### config.mk
export PLATFORM = sky130hd
export DESIGN_NAME = if_prefetch_queue_flat
export DESIGN_NICKNAME = d
export VERILOG_FILES = /design/src/rtl/if_prefetch_queue_if.sv /design/src/rtl/if_prefetch_queue.sv /design/src/flat_wrapper.sv
export SDC_FILE = /design/constraint.sdc
export NUM_CORES = 1
export LEC_CHECK = 0
export BUFFER_PORTS_ARGS = -buffer_cell sky130_fd_sc_hd__buf_2
export CAP_MARGIN = 25
export CORE_UTILIZATION = 58
export DETAILED_ROUTE_END_ITERATION = 6
export GPL_ROUTABILITY_DRIVEN = 1
export GPL_TIMING_DRIVEN = 0
export PLACE_DENSITY = 0.86
export SYNTH_ARGS = -nofsm -noshare
export SYNTH_HDL_FRONTEND = slang
export SYNTH_SLANG_ARGS = --single-unit
### constraint.sdc
create_clock -name clk -period 9 [get_ports clk]
set_input_delay 1.35 -clock clk [delete_from_list [all_inputs] [get_ports clk]]
set_output_delay 1.35 -clock clk [all_outputs]
set_load 0.02 [all_outputs]
### src/rtl/if_prefetch_queue_if.sv
// Prefetch queue bus: instruction-memory req/ack channel plus the IF-facing head view.
// fetch_exc exists only when IFQ_ALIGN_CHECK_EN is defined.
interface if_prefetch_queue_if;
  logic        imem_req;
  logic [31:0] imem_addr;
  logic        imem_ack;
  logic [31:0] imem_rdata;
  logic        hold;
  logic        redirect;
  logic [31:0] redirect_pc;
  logic        inst_valid;
  logic [31:0] inst_out;
  logic [31:0] pc_out;
`ifdef IFQ_ALIGN_CHECK_EN
  logic        fetch_exc;
`endif

  // master: the prefetch queue itself; slave: memory + IF stage
  modport master (
    output imem_req, imem_addr, inst_valid, inst_out, pc_out,
`ifdef IFQ_ALIGN_CHECK_EN
    output fetch_exc,
`endif
    input  imem_ack, imem_rdata, hold, redirect, redirect_pc
  );

  modport slave (
    input  imem_req, imem_addr, inst_valid, inst_out, pc_out,
`ifdef IFQ_ALIGN_CHECK_EN
    input  fetch_exc,
`endif
    output imem_ack, imem_rdata, hold, redirect, redirect_pc
  );
endinterface

### src/rtl/if_prefetch_queue.sv
// Sequential instruction prefetch FIFO feeding IF; IFQ_ALIGN_CHECK_EN adds misaligned-redirect trap.
// Latency: ack at edge N -> inst_valid from N+1; redirect at N -> empty at N+1.
// Backpressure: hold freezes head; fetch stops once queue plus outstanding fetch reaches DEPTH.
module if_prefetch_queue #(
  parameter int unsigned DEPTH    = 4,
  parameter logic [31:0] RESET_PC = 32'h0000_0000
) (
  input logic                 clk,
  input logic                 rst_n,
  if_prefetch_queue_if.master bus
);
  localparam int unsigned AW = $clog2(DEPTH);
  localparam logic [1:0] ST_IDLE    = 2'd0;
  localparam logic [1:0] ST_WAIT    = 2'd1;
  localparam logic [1:0] ST_DISCARD = 2'd2;

  typedef struct packed {
    logic [31:0] pc;
    logic [31:0] inst;
  } entry_t;

  entry_t        mem [DEPTH];
  entry_t        head;
  entry_t        wr_dat;
  logic [AW-1:0] rd_ptr, wr_ptr, wr_idx;
  logic [AW:0]   count, count_next;
  logic [1:0]    state, state_d;
  logic [31:0]   fetch_pc, discard_pc;
  logic          halted;
  logic          push, pop, room, wr_en;
  logic [31:0]   redir_pc;
  logic          redir_bad;

`ifdef IFQ_ALIGN_CHECK_EN
  assign redir_pc  = bus.redirect_pc;
  assign redir_bad = |bus.redirect_pc[1:0];
  assign bus.fetch_exc = bus.inst_valid & halted;
`else
  assign redir_pc  = {bus.redirect_pc[31:2], 2'b00};
  assign redir_bad = 1'b0;
`endif

  assign push       = (state == ST_WAIT) & bus.imem_ack & ~bus.redirect;
  assign pop        = bus.inst_valid & ~bus.hold & ~bus.redirect;
  assign count_next = count + (AW+1)'(push) - (AW+1)'(pop);
  // count_next already includes this cycle's push, so a new request reserves the slot it will fill
  assign room       = count_next < (AW+1)'(DEPTH);

  always_comb begin
    state_d = state;
    case (state)
      ST_IDLE:    if (!halted && room) state_d = ST_WAIT;
      ST_WAIT:    if (bus.imem_ack) state_d = room ? ST_WAIT : ST_IDLE;
      ST_DISCARD: if (bus.imem_ack) state_d = halted ? ST_IDLE : ST_WAIT;
      default:    state_d = ST_IDLE;
    endcase
    if (bus.redirect) begin
      if (state == ST_DISCARD && !bus.imem_ack)
        state_d = ST_DISCARD;
      else if (state == ST_WAIT && !bus.imem_ack)
        state_d = ST_DISCARD;
      else
        state_d = redir_bad ? ST_IDLE : ST_WAIT;
    end
  end

  always_comb begin
    wr_en  = push | (bus.redirect & redir_bad);
    wr_idx = bus.redirect ? '0 : wr_ptr;
    wr_dat = bus.redirect ? '{pc: redir_pc, inst: 32'h0}
                          : '{pc: fetch_pc, inst: bus.imem_rdata};
  end

  always_ff @(posedge clk) begin
    if (wr_en) mem[wr_idx] <= wr_dat;
  end

  always_ff @(posedge clk or negedge rst_n) begin
    if (!rst_n) begin
      state      <= ST_IDLE;
      fetch_pc   <= RESET_PC;
      discard_pc <= RESET_PC;
      rd_ptr     <= '0;
      wr_ptr     <= '0;
      count      <= '0;
      halted     <= 1'b0;
    end else begin
      state <= state_d;
      if (bus.redirect) begin
        // A misaligned target leaves a single trap entry at slot 0
        rd_ptr   <= '0;
        wr_ptr   <= AW'(redir_bad);
        count    <= (AW+1)'(redir_bad);
        fetch_pc <= redir_pc;
        halted   <= redir_bad;
        if (state == ST_WAIT && !bus.imem_ack) discard_pc <= fetch_pc;
      end else begin
        if (push) begin
          wr_ptr   <= wr_ptr + AW'(1);
          fetch_pc <= fetch_pc + 32'd4;
        end
        if (pop) rd_ptr <= rd_ptr + AW'(1);
        count <= count_next;
      end
    end
  end

  assign head           = mem[rd_ptr];
  assign bus.inst_valid = (count != '0);
  assign bus.inst_out   = bus.inst_valid ? head.inst : 32'h0;
  assign bus.pc_out     = bus.inst_valid ? head.pc : fetch_pc;
  assign bus.imem_req   = (state != ST_IDLE);
  assign bus.imem_addr  = (state == ST_DISCARD) ? discard_pc : fetch_pc;
endmodule
### src/flat_wrapper.sv
// flat-port wrapper written by rule: the top's interface ports become plain ports
module if_prefetch_queue_flat 
#(
  parameter int unsigned DEPTH    = 4,
  parameter logic [31:0] RESET_PC = 32'h0000_0000
)
  (clk, rst_n, bus_imem_req, bus_imem_addr, bus_inst_valid, bus_inst_out, bus_pc_out, bus_imem_ack, bus_imem_rdata, bus_hold, bus_redirect, bus_redirect_pc);
  if_prefetch_queue_if bus_i ();
  input logic clk;
  input logic rst_n;
  output wire logic [$bits(bus_i.imem_req)-1:0] bus_imem_req;
  output wire logic [$bits(bus_i.imem_addr)-1:0] bus_imem_addr;
  output wire logic [$bits(bus_i.inst_valid)-1:0] bus_inst_valid;
  output wire logic [$bits(bus_i.inst_out)-1:0] bus_inst_out;
  output wire logic [$bits(bus_i.pc_out)-1:0] bus_pc_out;
  input wire logic [$bits(bus_i.imem_ack)-1:0] bus_imem_ack;
  input wire logic [$bits(bus_i.imem_rdata)-1:0] bus_imem_rdata;
  input wire logic [$bits(bus_i.hold)-1:0] bus_hold;
  input wire logic [$bits(bus_i.redirect)-1:0] bus_redirect;
  input wire logic [$bits(bus_i.redirect_pc)-1:0] bus_redirect_pc;
  assign bus_imem_req = bus_i.imem_req;
  assign bus_imem_addr = bus_i.imem_addr;
  assign bus_inst_valid = bus_i.inst_valid;
  assign bus_inst_out = bus_i.inst_out;
  assign bus_pc_out = bus_i.pc_out;
  assign bus_i.imem_ack = bus_imem_ack;
  assign bus_i.imem_rdata = bus_imem_rdata;
  assign bus_i.hold = bus_hold;
  assign bus_i.redirect = bus_redirect;
  assign bus_i.redirect_pc = bus_redirect_pc;
  if_prefetch_queue #(.DEPTH(DEPTH), .RESET_PC(RESET_PC)) u_core (.clk(clk), .rst_n(rst_n), .bus(bus_i));
endmodule
======== After elaboration in Yosys (flattened, before gate mapping) ========
Memory sizes are Yosys's and may differ from the RTL's.
Index checks and enable logic that the tools add are counted.
cells by class
  add/subtract/negate cells ............... 5
  $lt $le $gt $ge ......................... 1
  eq/ne operators ......................... 5
  muxes and demuxes ....................... 22
  bitwise logic cells ..................... 6
  reduce and logical (&&, ||, !) cells .... 10
operators with widths
  kind                                                                     number
  32-bit two-way mux                                                       5
  64-bit two-way mux                                                       1
  32-bit by 3-bit adder with 32-bit output, second input constant          1
  2-bit two-way mux                                                        11
  3-bit inequality test, second input constant                             2
  2-bit case mux with 3 select lines                                       1
  2-bit nonzero test                                                       3
  2-bit by 1-bit adder with 2-bit output, second input constant            2
  1-bit AND                                                                4
  3-bit by 1-bit adder with 3-bit output                                   1
  3-bit less-than comparator, second input constant                        1
  1-bit two-way mux                                                        3
  3-bit two-way mux                                                        1
  3-bit by 2-bit inequality test with 1-bit output, second input constant  1
  3-bit AND reduction                                                      1
  3-bit nonzero test                                                       1
  3-bit by 1-bit subtractor with 3-bit output                              1
  2-bit by 1-bit == test with 1-bit output, second input constant          1
  2-bit == test, second input constant                                     1
  1-bit logical AND                                                        2
  2-bit zero test                                                          1
  1-bit inverter                                                           2
  2-bit AND reduction                                                      1
  1-bit zero test                                                          1
storage, ports and cells
  flip-flop bits (word level) ............. 73
  RAM bits ................................ 256
  input bits .............................. 69
  output and inout bits ................... 98
  word-level logic and storage cells ...... 56
  memories ................................ 1
memory list
  name        words  width  rd ports  clocked after Yosys merged registers in  wr ports  line                     text
  u_core.mem  4      64     1         0                                        1         if_prefetch_queue.sv:22  entry_t mem [DEPTH];

======== Longest topological paths before layout ========
  depth in word-level cells ............... 10
  gate-level depth with buffers ........... 13
  depth with buffers taken out ............ 11

======== Least setup slack after synthesis ========
No wires, ideal clock.
  path kind ............................... input-to-reg
  from .................................... input bus_redirect
  to ...................................... memory u_core.mem[0][0] (netlist bit) (enable)
  setup time .............................. 0.640 ns
  arrival ................................. 7.601 ns
  data required time ...................... 8.360 ns
  slack ................................... 0.759 ns
  cell stages on the path ................. 2
  buffers on the path ..................... 1
  cell sequence ........................... clkbuf_1 -> nor4_1
on the way
  longest elaborated chain between the ends .. 4
  elaborated cells on any way between the ends .. 5
  classes of those cells .................. mux (3); bitwise (2)
RTL lines
  item                                     line                     text
  from (decl)                              flat_wrapper.sv:19       input wire logic [$bits(bus_i.redirect)-1:0] bus_redirect;
  1-bit inverter                           if_prefetch_queue.sv:43  assign push = (state == ST_WAIT) & bus.imem_ack & ~bus.redirect;
  1-bit AND                                if_prefetch_queue.sv:43
  1-bit two-way mux                        if_prefetch_queue.sv:75  if (wr_en) mem[wr_idx] <= wr_dat;
  1-bit two-way mux (implied by the code)  if_prefetch_queue.sv:75
  to (decl)                                if_prefetch_queue.sv:22
Several ways; a longest one is shown, not always the timed one.

======== Worst setup path after layout ========
  from .................................... input bus_redirect
  to ...................................... register u_core.state[0]
on the way
  longest elaborated chain between the ends .. 9
  elaborated cells on any way between the ends .. 14
  classes of those cells .................. add/sub (2); order compare (1); eq/ne (3); mux (4); bitwise (3); reduce/logical (1)
RTL lines
  item                                         line                                              text
  1-bit inverter                               if_prefetch_queue.sv:43, if_prefetch_queue.sv:44
  1-bit AND                                    if_prefetch_queue.sv:43
  3-bit by 1-bit adder with 3-bit output       if_prefetch_queue.sv:45                           assign count_next = count + (AW+1)'(push) - (AW+1)'(pop);
  3-bit by 1-bit subtractor with 3-bit output  if_prefetch_queue.sv:45
  3-bit less-than comparator                   if_prefetch_queue.sv:47                           assign room = count_next < (AW+1)'(DEPTH);
  1-bit two-way mux                            if_prefetch_queue.sv:53                           ST_WAIT: if (bus.imem_ack) state_d = room ? ST_WAIT : ST_IDLE;
  2-bit two-way mux                            if_prefetch_queue.sv:53
  2-bit case mux with 3 select lines           if_prefetch_queue.sv:51                           case (state)
  2-bit two-way mux                            if_prefetch_queue.sv:57                           if (bus.redirect) begin
  to (signal assigned)                         if_prefetch_queue.sv:88                           state <= state_d;
  to (decl)                                    if_prefetch_queue.sv:27                           logic [1:0] state, state_d;
Several ways; a longest one is shown, not always the timed one. The select of a mux whose other input is x is not followed.
A chain may end at the register's enable or synchronous reset.

==> flow_metrics.env <==
export IMPL_status="completed"
export IMPL_synth_edf_count=252
export IMPL_power_density_mw_per_mm2=295
export IMPL_fin_skew_ns=0.0177
export IMPL_busiest_layer="met2"
export IMPL_synth_main_ff_cell="edfxtp_1"
export IMPL_grt_first_pass_wirelength_um=51300
export IMPL_grt_setup_unrepaired="no"
export IMPL_final_max_slew_viol_count=0
export IMPL_route_antenna_remaining_nets=0
export IMPL_fin_crit_ns=4.62
export IMPL_yosysWarnings=0
export IMPL_grt_util_all_layers=0.286
export IMPL_worst_slew_pin_slew_ns=0.906
export IMPL_fmax_mhz=216
export IMPL_drv_cap=0
export IMPL_async_flop_share=0.215
export IMPL_final_util=0.704
export IMPL_fin_ws_ns=4.38
export IMPL_timing_rr_start="u_core.state[0]"
export IMPL_use_met1=0.380
export IMPL_synthCells=881
export IMPL_cp_max_fo=10
export IMPL_rr_endpoint="u_core.mem[1][0]"
export IMPL_endpoint_kind="flip-flop"
export IMPL_crit_buf_inv=6
export IMPL_syn2layout_area_growth_pct=19.2
export IMPL_wire_per_inst_um=23.3
export IMPL_fp_dieW_um=157
export IMPL_final_hold_violation_count=0
export IMPL_vias=8819
export IMPL_synth_top_area_cell="edfxtp_1"
export IMPL_leakage_uw=0.00600
export IMPL_dr_pass1_iters=6
export IMPL_drive_gt1_frac=0.352
export IMPL_vdd_drop_max_mv=0.179
export IMPL_placement_rows=56
export IMPL_rrSetupSlack_ns=6.22
export IMPL_synth_top_area_frac=0.546
export IMPL_slew_headroom=0.391
export IMPL_syn_area_mm2=0.0139
export IMPL_crit_family="buffers and inverters"
export IMPL_crit_path_max_incr_delay_ns=0.64
export IMPL_overflow=0
export IMPL_dp_hpwl_um=22900
export IMPL_fin_nets=1176
export IMPL_synth_area_leaders="edfxtp_1, dfrtp_1, mux4_2"
export IMPL_setup_viol=0
export IMPL_clkLatencyLatePin_ns=0.52
export IMPL_yosysSeqAreaShare=0.671
export IMPL_cts_tree="done"
export IMPL_postCtsHoldBufs=0
export IMPL_numClockSinks=321
export IMPL_synth_seq_cells=321
export IMPL_chipHeight_um=157
export IMPL_grt_pass1_vias=9045
export IMPL_clk_pin_slew_ns=0.06
export IMPL_drc=0
export IMPL_fin_cells=1448
export IMPL_numCtsBuffers=34
export IMPL_fillers=1491
export IMPL_yosysMostFrequentCell="edfxtp_1"
export IMPL_antenna_found_initial=1
export IMPL_critPathLaunchType="input port"
export IMPL_initial_core_util=0.590
export IMPL_core_area_mm2=0.0235
export IMPL_place_congestion=0.845
export IMPL_cp_arrival_ns=5.06
export IMPL_hold_path_class="flip-flop to flip-flop"
export IMPL_h_tree_depth=2
export IMPL_cts_root_buf="clkbuf_16"
export IMPL_synth_common_cells="edfxtp_1, mux2_2, dfrtp_1"
export IMPL_cts_max_path_buffers=3
export IMPL_pre_cts_slack_ns=4.01
export IMPL_syn_avg_cell_area_um2=15.7
export IMPL_use_met2=0.471
export IMPL_hold_path_depth=1
export IMPL_numPortBuffers=162
export IMPL_holdPathEnd="u_core.discard_pc[26]"
export IMPL_io_pins=167
export IMPL_ys_types=54
export IMPL_ff2ff_path_depth=7
export IMPL_dieArea_mm2=0.0245
export IMPL_post_cts_setup_buffers=0
export IMPL_cts_resized=0
export IMPL_critPathRequiredTime_ns=9.44
export IMPL_use_met3=0.0576
export IMPL_wirelength_um=33800
export IMPL_fin_crit_sh=0.514
export IMPL_place_inst=1386
export IMPL_path_cells="buf_2 > clkbuf_1 > buf_1 > buf_1 > nor3_1 > ha_1 > inv_1 > ha_1 > inv_1 > fa_1 > xnor2_1 > nor2_1 > mux2_2 > o21ai_0"
export IMPL_critical_path_class="input port to flip-flop"
export IMPL_drtIter0Drc=838
export IMPL_drt_vias_per_instance=6.09
export IMPL_hp_start="u_core.discard_pc[26]"
export IMPL_grt_start_max_net_pins=69
export IMPL_slowest_stage="clkbuf_1"
-- layer usage --
metal,up-vias,part of all wire
met2,453,0.50
met1,4486,0.39
met3,92,0.085
met5,-,0
met4,0,0.029
li1,3788,-
-- placed cells by master (no fill, tap or decap), drive strengths merged, types with 4 or more instances in the layout --
cell    instances
nand2b          6
xnor2          13
mux2i           5
bufinv          5
or3             4
inv            26
nand2          66
nor2b          34
nor3           14
conb            6
o21ai          69
xor2            5
mux4           63
nand4           7
buf           204
nand3           7
and2           33
nor4           12
a21oi           7
clkbuf         72
dfrtp          69
mux2           76
edfxtp        252
nor2           28
clkinv         14
-- registers in the layout, indices dropped and copies added, names as in the netlist --
signal / cells
u_core.discard_pc: 30
u_core.fetch_pc: 30
u_core.wr_ptr: 2
u_core.rd_ptr: 2
u_core.count: 3
u_core.state: 2
u_core.mem: 252
-- final cells by class --
type	instances	area, um^2	area share
clock inverters	21	244	0.0148
clock buffers	40	873	0.0529
repair buffers	181	1100	0.0663
inverters	24	90.1	0.00545
multi-input cells	486	4280	0.259
flip-flops and latches	321	9290	0.563
well taps	319	399	0.0242
plain buffers	55	245	0.0148
diodes	1	2.50	0.000151
-- report_power, final --
group	leakage, uW	internal, uW	total [uW]	switching, uW
combinational	0.00232	632	1570	939
clock	0.000548	843	1410	567
sequential	0.00313	1790	1900	106
-- cell families (layout without fill, tap and decap cells) --
group | count (synthesis) | in the layout | synth area share
flops | 321 | 321 | 0.671
fa+ha+maj | 4 | 4 | 0.00415
buf+inv | 79 | 321 | 0.0242
compound gates | 91 | 91 | 0.0365
other cells | 1 | 7 | 0.000271
mux | 144 | 144 | 0.168
simple gates | 223 | 223 | 0.0852
xor+xnor | 18 | 18 | 0.0114
-- worst max-delay path by stage --
stage / startpoint / to / cells past startpoint
4_1_cts: bus_redirect / u_core.state[0] / 14
6_report: bus_redirect / u_core.state[0] / 14
5_1_grt: bus_redirect / u_core.state[0] / 14
2_1_floorplan: bus_redirect / u_core.mem[0][0] / 2
3_3_place_gp: bus_redirect / u_core.mem[0][60] / 3
3_5_place_dp: bus_redirect / u_core.state[0] / 14
-- metrics by stage --
stage | hold WS [ns] | instance area, um^2 | power [uW] | TNS (ns)
6_report | 0.503 | 16500 | 4880 | 0
5_1_grt | 0.514 | 16500 | 5090 | 0
4_1_cts | 0.506 | 16500 | 4900 | 0
3_5_place_dp | 0.492 | 15400 | 3500 | 0
3_3_place_gp | 0.483 | 15100 | 3430 | -286.96
2_1_floorplan | 0.475 | 13900 | 2950 | 0
Note: power is estimated with default switching activity, not from simulation.
